### config.mk
export PLATFORM = sky130hd
export DESIGN_NAME = alu_operand_stage
export DESIGN_NICKNAME = d
export VERILOG_FILES = /design/src/rtl/alu_stage_pkg.sv /design/src/rtl/alu_operand_stage_operand_reg.sv /design/src/rtl/alu_operand_stage.sv
export SDC_FILE = /design/constraint.sdc
export NUM_CORES = 1
export LEC_CHECK = 0
export CAP_MARGIN = 20
export CORE_MARGIN = 3
export CORE_UTILIZATION = 45
export CTS_BUF_LIST = sky130_fd_sc_hd__clkbuf_16
export DETAILED_ROUTE_END_ITERATION = 10
export GPL_TIMING_DRIVEN = 0
export PLACE_DENSITY = 0.94
export RECOVER_POWER = 25
export SLEW_MARGIN = 20
export SYNTH_ARGS = -nofsm -noshare
export SYNTH_HDL_FRONTEND = slang
export SYNTH_SLANG_ARGS = --single-unit
### constraint.sdc
create_clock -name CLK -period 5.2 [get_ports CLK]
set_input_delay 1.56 -clock CLK [delete_from_list [all_inputs] [get_ports CLK]]
set_output_delay 1.56 -clock CLK [all_outputs]
set_load 0.01 [all_outputs]
### src/rtl/alu_stage_pkg.sv
// Shared types and constants for the ALU operand sequencing stage.
package alu_stage_pkg;

  typedef enum logic [1:0] {
    ST_IDLE  = 2'd0,
    ST_ISSUE = 2'd1,
    ST_WAIT  = 2'd2,
    ST_HOLD  = 2'd3
  } state_e;

  localparam logic [1:0] ERR_OK      = 2'b00;
  localparam logic [1:0] ERR_TIMEOUT = 2'b01;
  localparam logic [1:0] ERR_PARITY  = 2'b10;

  localparam int OPW_DEF = 4;

endpackage

### src/rtl/alu_operand_stage_operand_reg.sv
// Width-parameterised flip-flop register with load enable and synchronous reset.
module operand_reg #(
  parameter int WIDTH = 8
) (
  input  logic             clk,
  input  logic             rst,
  input  logic             load,
  input  logic [WIDTH-1:0] d,
  output logic [WIDTH-1:0] q
);

  // NOTE: sequential state uses non-blocking assignment so every register samples pre-edge values.
  always_ff @(posedge clk) begin
    if (rst)       q <= '0;
    else if (load) q <= d;
  end

endmodule

### src/rtl/alu_operand_stage.sv
// Serialising operand/result stage in front of the ALU: accept, start, wait/timeout, hold.
// Optional input parity checking is enabled with the ALU_IN_PARITY_EN macro.
module alu_operand_stage
  import alu_stage_pkg::*;
#(
  parameter int W       = 8,
  parameter int OPW     = OPW_DEF,
  parameter int TIMEOUT = 16
) (
  input  logic           CLK,
  input  logic           RST,
`ifdef ALU_IN_PARITY_EN
  input  logic           IN_PARITY,
`endif
  input  logic           IN_VALID,
  output logic           IN_READY,
  input  logic [W-1:0]   IN_A,
  input  logic [W-1:0]   IN_B,
  input  logic [OPW-1:0] IN_OP,
  output logic           ALU_START,
  output logic [W-1:0]   ALU_A,
  output logic [W-1:0]   ALU_B,
  output logic [OPW-1:0] ALU_OP,
  input  logic           ALU_DONE,
  input  logic [2*W-1:0] ALU_RESULT,
  output logic           OUT_VALID,
  input  logic           OUT_READY,
  output logic [2*W-1:0] OUT_RESULT,
  output logic [1:0]     OUT_ERR,
  output logic           BUSY
);

  localparam int CW = $clog2(TIMEOUT + 1);

  state_e         state_q, state_d;
  logic [CW-1:0]  cnt_q, cnt_d;
  logic           accept;
  logic           par_err;
  logic           res_load;
  logic [2*W-1:0] res_d;
  logic [1:0]     err_d;

  assign accept = IN_VALID && (state_q == ST_IDLE);

`ifdef ALU_IN_PARITY_EN
  // Even parity: the parity bit equals the XOR of all covered bits.
  assign par_err = IN_PARITY != (^{IN_OP, IN_B, IN_A});
`else
  assign par_err = 1'b0;
`endif

  always_comb begin
    // NOTE: every variable gets a default first so no path leaves it unassigned (no latches).
    state_d  = state_q;
    cnt_d    = cnt_q;
    res_load = 1'b0;
    res_d    = '0;
    err_d    = ERR_OK;
    case (state_q)
      ST_IDLE: begin
        if (accept) begin
          if (par_err) begin
            state_d  = ST_HOLD;
            res_load = 1'b1;
            err_d    = ERR_PARITY;
          end else begin
            state_d = ST_ISSUE;
          end
        end
      end
      ST_ISSUE: begin
        cnt_d = CW'(1);
        if (ALU_DONE) begin
          res_load = 1'b1;
          res_d    = ALU_RESULT;
          state_d  = ST_HOLD;
        end else begin
          state_d = ST_WAIT;
        end
      end
      ST_WAIT: begin
        if (cnt_q != CW'(TIMEOUT)) cnt_d = cnt_q + CW'(1);
        // The cycle where the count reaches TIMEOUT still honours a coincident done.
        if (ALU_DONE) begin
          res_load = 1'b1;
          res_d    = ALU_RESULT;
          state_d  = ST_HOLD;
        end else if (cnt_q >= CW'(TIMEOUT - 1)) begin
          res_load = 1'b1;
          err_d    = ERR_TIMEOUT;
          state_d  = ST_HOLD;
        end
      end
      ST_HOLD: begin
        if (OUT_READY) state_d = ST_IDLE;
      end
      default: state_d = ST_IDLE;
    endcase
  end

  always_ff @(posedge CLK) begin
    if (RST) begin
      state_q <= ST_IDLE;
      cnt_q   <= '0;
    end else begin
      state_q <= state_d;
      cnt_q   <= cnt_d;
    end
  end

  operand_reg #(.WIDTH(W)) u_a_reg (
    .clk(CLK), .rst(RST), .load(accept), .d(IN_A), .q(ALU_A)
  );

  operand_reg #(.WIDTH(W)) u_b_reg (
    .clk(CLK), .rst(RST), .load(accept), .d(IN_B), .q(ALU_B)
  );

  operand_reg #(.WIDTH(OPW)) u_op_reg (
    .clk(CLK), .rst(RST), .load(accept), .d(IN_OP), .q(ALU_OP)
  );

  operand_reg #(.WIDTH(2*W)) u_res_reg (
    .clk(CLK), .rst(RST), .load(res_load), .d(res_d), .q(OUT_RESULT)
  );

  operand_reg #(.WIDTH(2)) u_err_reg (
    .clk(CLK), .rst(RST), .load(res_load), .d(err_d), .q(OUT_ERR)
  );

  // Pure state decodes: no combinational path from any input.
  assign IN_READY  = (state_q == ST_IDLE);
  assign ALU_START = (state_q == ST_ISSUE);
  assign OUT_VALID = (state_q == ST_HOLD);
  assign BUSY      = (state_q != ST_IDLE);

endmodule

==> impl_metrics.py <==
metrics = {
    "clocking": {
        "insertion_delay_ns": 0.28,
        "cts-root-buf": "clkbuf_16",
        "numCtsBuffers": 5,
        "clk_pin_slew_ns": 0.06,
        "post-cts-setup-buffers": 0,
        "post_cts_resized": 0,
        "cts.sinks": 44,
        "cts_buffer_depth": 2,
        "cts_tree": "built",
        "htreeDepth": 2,
        "holdBufCountCts": 0,
    },
    "detailed_routing": {
        "dr.pass1.iters": 4,
        "wire_per_inst_um": 13.3,
        "post_drt_via_cell_ratio": 5.08,
        "drt-initial-drc-count": 65,
        "wl_um": 4550,
        "drc_errors": 0,
        "ant_nets": 0,
        "vias": 1743,
    },
    "floorplanning": {
        "dieHeight_um": 70.6,
        "start_util_pct": 49.0,
        "io_pins": 83,
        "dieWidth_um": 70.6,
        "rows": 22,
        "die_area_um2": 4980,
        "core-area_um2": 3830,
    },
    "placed_design": {
        "placed_area_um2": 2740,
        "gp_congestion": 0.860,
        "io_buffers": 80,
        "dp_hpwl_um": 3450,
    },
    "job": {
        "maxCapViolCount": 0,
    },
    "worst_setup_path": {
        "arrival_ns": 1.66,
        "cp_max_fo": 5,
        "worstSetupEndpointType": "output port",
        "crit_chain": "inv_1 -> ha_1 -> inv_1 -> clkdlybuf4s50_1",
        "start_kind": "register",
        "worstSetupPathType": "reg2out",
        "cpPeakStageDelay_ns": 0.54,
        "cp.required_ns": 3.64,
        "cp_common_cell": "inv_1",
        "crit_slowest_cell": "clkdlybuf4s50_1",
    },
    "timing": {
        "fin_skew_ns": 0.00165,
        "relSlewSlack_pct": 59.4,
        "tns_ns": 0,
        "timing.final.crit_share_pct": 62.0,
        "finalCriticalPeriod_ns": 3.22,
        "tightest_slew_ns": 0.609,
        "finalHoldViolations": 0,
        "maxSlewViolCount": 0,
        "fmax_mhz": 310,
        "setup_viol": 0,
        "rsz0062_at_grt": "no",
    },
    "finish": {
        "num-nets-final": 342,
        "drive_above_1_share_pct": 11.5,
        "n_antenna_cell": 0,
        "area_growth_pct": 54.6,
        "final_cell_area_um2": 2900,
    },
    "logic_synthesis": {
        "ys_top_cells_by_area": "dfxtp_1 47%, nand2_1 8.8%, a22oi_2 6.0%, a21oi_1 5.9%, ha_1 4.7%",
        "syn-num-nets": 255,
        "seq_area_frac_synth_pct": 47.0,
        "synth_top_area_share_pct": 47.0,
        "synth_cells": 207,
        "synth.yosys.warnings": 0,
        "yosysTopAreaCell": "dfxtp_1",
        "syn_area_um2": 1880,
        "synth.avg_cell_area_um2": 9.06,
        "synth_seq_cells": 44,
        "synth.distinct_cells": 36,
    },
    "status": {
        "status": "completed",
    },
    "power": {
        "p_leak_nw": 1.08,
        "p_per_area_nw_per_um2": 417,
        "ir_worst_vdd_mv": 0.332,
    },
    "global_route": {
        "grt_pass1_wl_um": 7550,
        "grt_max_degree": 14,
        "first_global_vias": 1649,
        "grtUsageTotal_pct": 18.8,
        "antenna_found_initial": 0,
        "grt_overflow": 0,
    },
    "worst_hold_path": {
        "min_path_type": "reg2reg",
    },
}
[final timing paths]
check	start	depth (start not counted)	to	slack, ns
min reg2reg	u_a_reg.q[5]$_SDFFE_PP0P_	2	u_a_reg.q[5]$_SDFFE_PP0P_	0.45
max	state_q[0]$_SDFFE_PP0P_	4	BUSY	1.98
max reg2reg	cnt_q[0]$_SDFFE_PP0P_	8	u_res_reg.q[7]$_SDFFE_PP0P_	3.16
min	u_a_reg.q[5]$_SDFFE_PP0P_	2	u_a_reg.q[5]$_SDFFE_PP0P_	0.45
[synth_stat cells]
| library cell | count |
|---|---|
| clkbuf_8 | 1 |
| clkbuf_2 | 1 |
| a21o_1 | 1 |
| and4_1 | 1 |
| a311oi_1 | 1 |
| nor3_1 | 1 |
| a211oi_1 | 2 |
| a22oi_1 | 7 |
| o31ai_1 | 1 |
| o211ai_4 | 1 |
| nand2_1 | 44 |
| ha_1 | 7 |
| a2bb2oi_2 | 1 |
| nor2_1 | 13 |
| nand4_1 | 1 |
| conb_1 | 1 |
| and2_1 | 1 |
| nor2b_1 | 3 |
| inv_1 | 8 |
| o31ai_2 | 1 |
| or3_4 | 1 |
| nand2b_1 | 3 |
| a2111o_1 | 1 |
| buf_12 | 1 |
| or2_2 | 1 |
| clkbuf_1 | 9 |
| o22ai_1 | 1 |
| and3_1 | 3 |
| dfxtp_1 | 44 |
| nor2_2 | 9 |
| a22oi_2 | 9 |
| o21a_1 | 1 |
| nand3_1 | 1 |
| a21oi_1 | 22 |
| buf_4 | 1 |
| mux2i_1 | 3 |
[stage by stage]
step	instances	power [mW]	setup slack (ns)	utilization, %	hold slack (ns)
after floorplan	207	0.684	2.64	-	0.480
after global routing	343	1.29	1.88	75.8	0.474
after global placement	335	0.864	2.04	71.5	0.441
after detailed placement	335	0.877	2.00	71.5	0.447
final	343	1.21	1.98	75.8	0.451
after CTS	343	1.22	1.96	75.8	0.455
[area by class of cell]
type                       instances  area [um2]
buffer                            13        80.1
timing repair buffer              80         801
fill                             280         926
multi-input combinational        142         885
sequential                        44         881
tap                               48        60.1
inverter                           8        30.0
clock buffer                       5         125
clock inverter                     3        38.8
[critical path: cells and delay by family (launching register included)]
kind	cells	cell delay, ns
fa+ha+maj	1	0.27
buf+inv	3	0.74
flops	1	0.38
[logic make-up after synthesis]
family                   after synthesis  synth area share (%)
flip-flops                            44                  47.0
buffers and inverters                 21                  5.87
other                                  1                 0.200
multiplexers                           3                  1.60
adder cells (fa/ha/maj)                7                  4.67
AND/OR/NAND/NOR                       82                  20.0
AO/OA/AOI/OAI                         49                  20.7
[power by group]
part / total [mW] / leakage [nW] / internal, mW / switching (mW)
combinational: 0.444 / 0.642 / 0.221 / 0.223
clock: 0.341 / 0.0850 / 0.224 / 0.118
sequential: 0.425 / 0.358 / 0.390 / 0.0352
total: 1.21 / 1.08 / 0.835 / 0.375
[placed cells by master, fill, tap and decap left out, types with 9 or more instances in the layout]
cell type and n:
a21oi_1 22, a22oi_2 9, clkbuf_1 9, clkdlybuf4s50_1 78, dfxtp_1 44, inv_1 9, nand2_1 44, nor2_1 13
nor2_2 9
[sequential cells by signal, indices dropped and copies added (netlist names)]
register / cells
u_err_reg.q: 1
state_q: 2
u_res_reg.q: 16
u_op_reg.q: 4
u_a_reg.q: 8
u_b_reg.q: 8
cnt_q: 5
[layer usage]
| layer | vias to the layer above | share of wire (%) | global-route usage (%) |
|---|---|---|---|
| met3 | 6 | 12 | 7.53 |
| met2 | 78 | 46 | 31.0 |
| met5 | - | 0 | 0 |
| met1 | 788 | 41 | 22.7 |
| met4 | 0 | 1.3 | 5.64 |
| li1 | 871 | - | - |
Power figures use the tool's default switching activity.
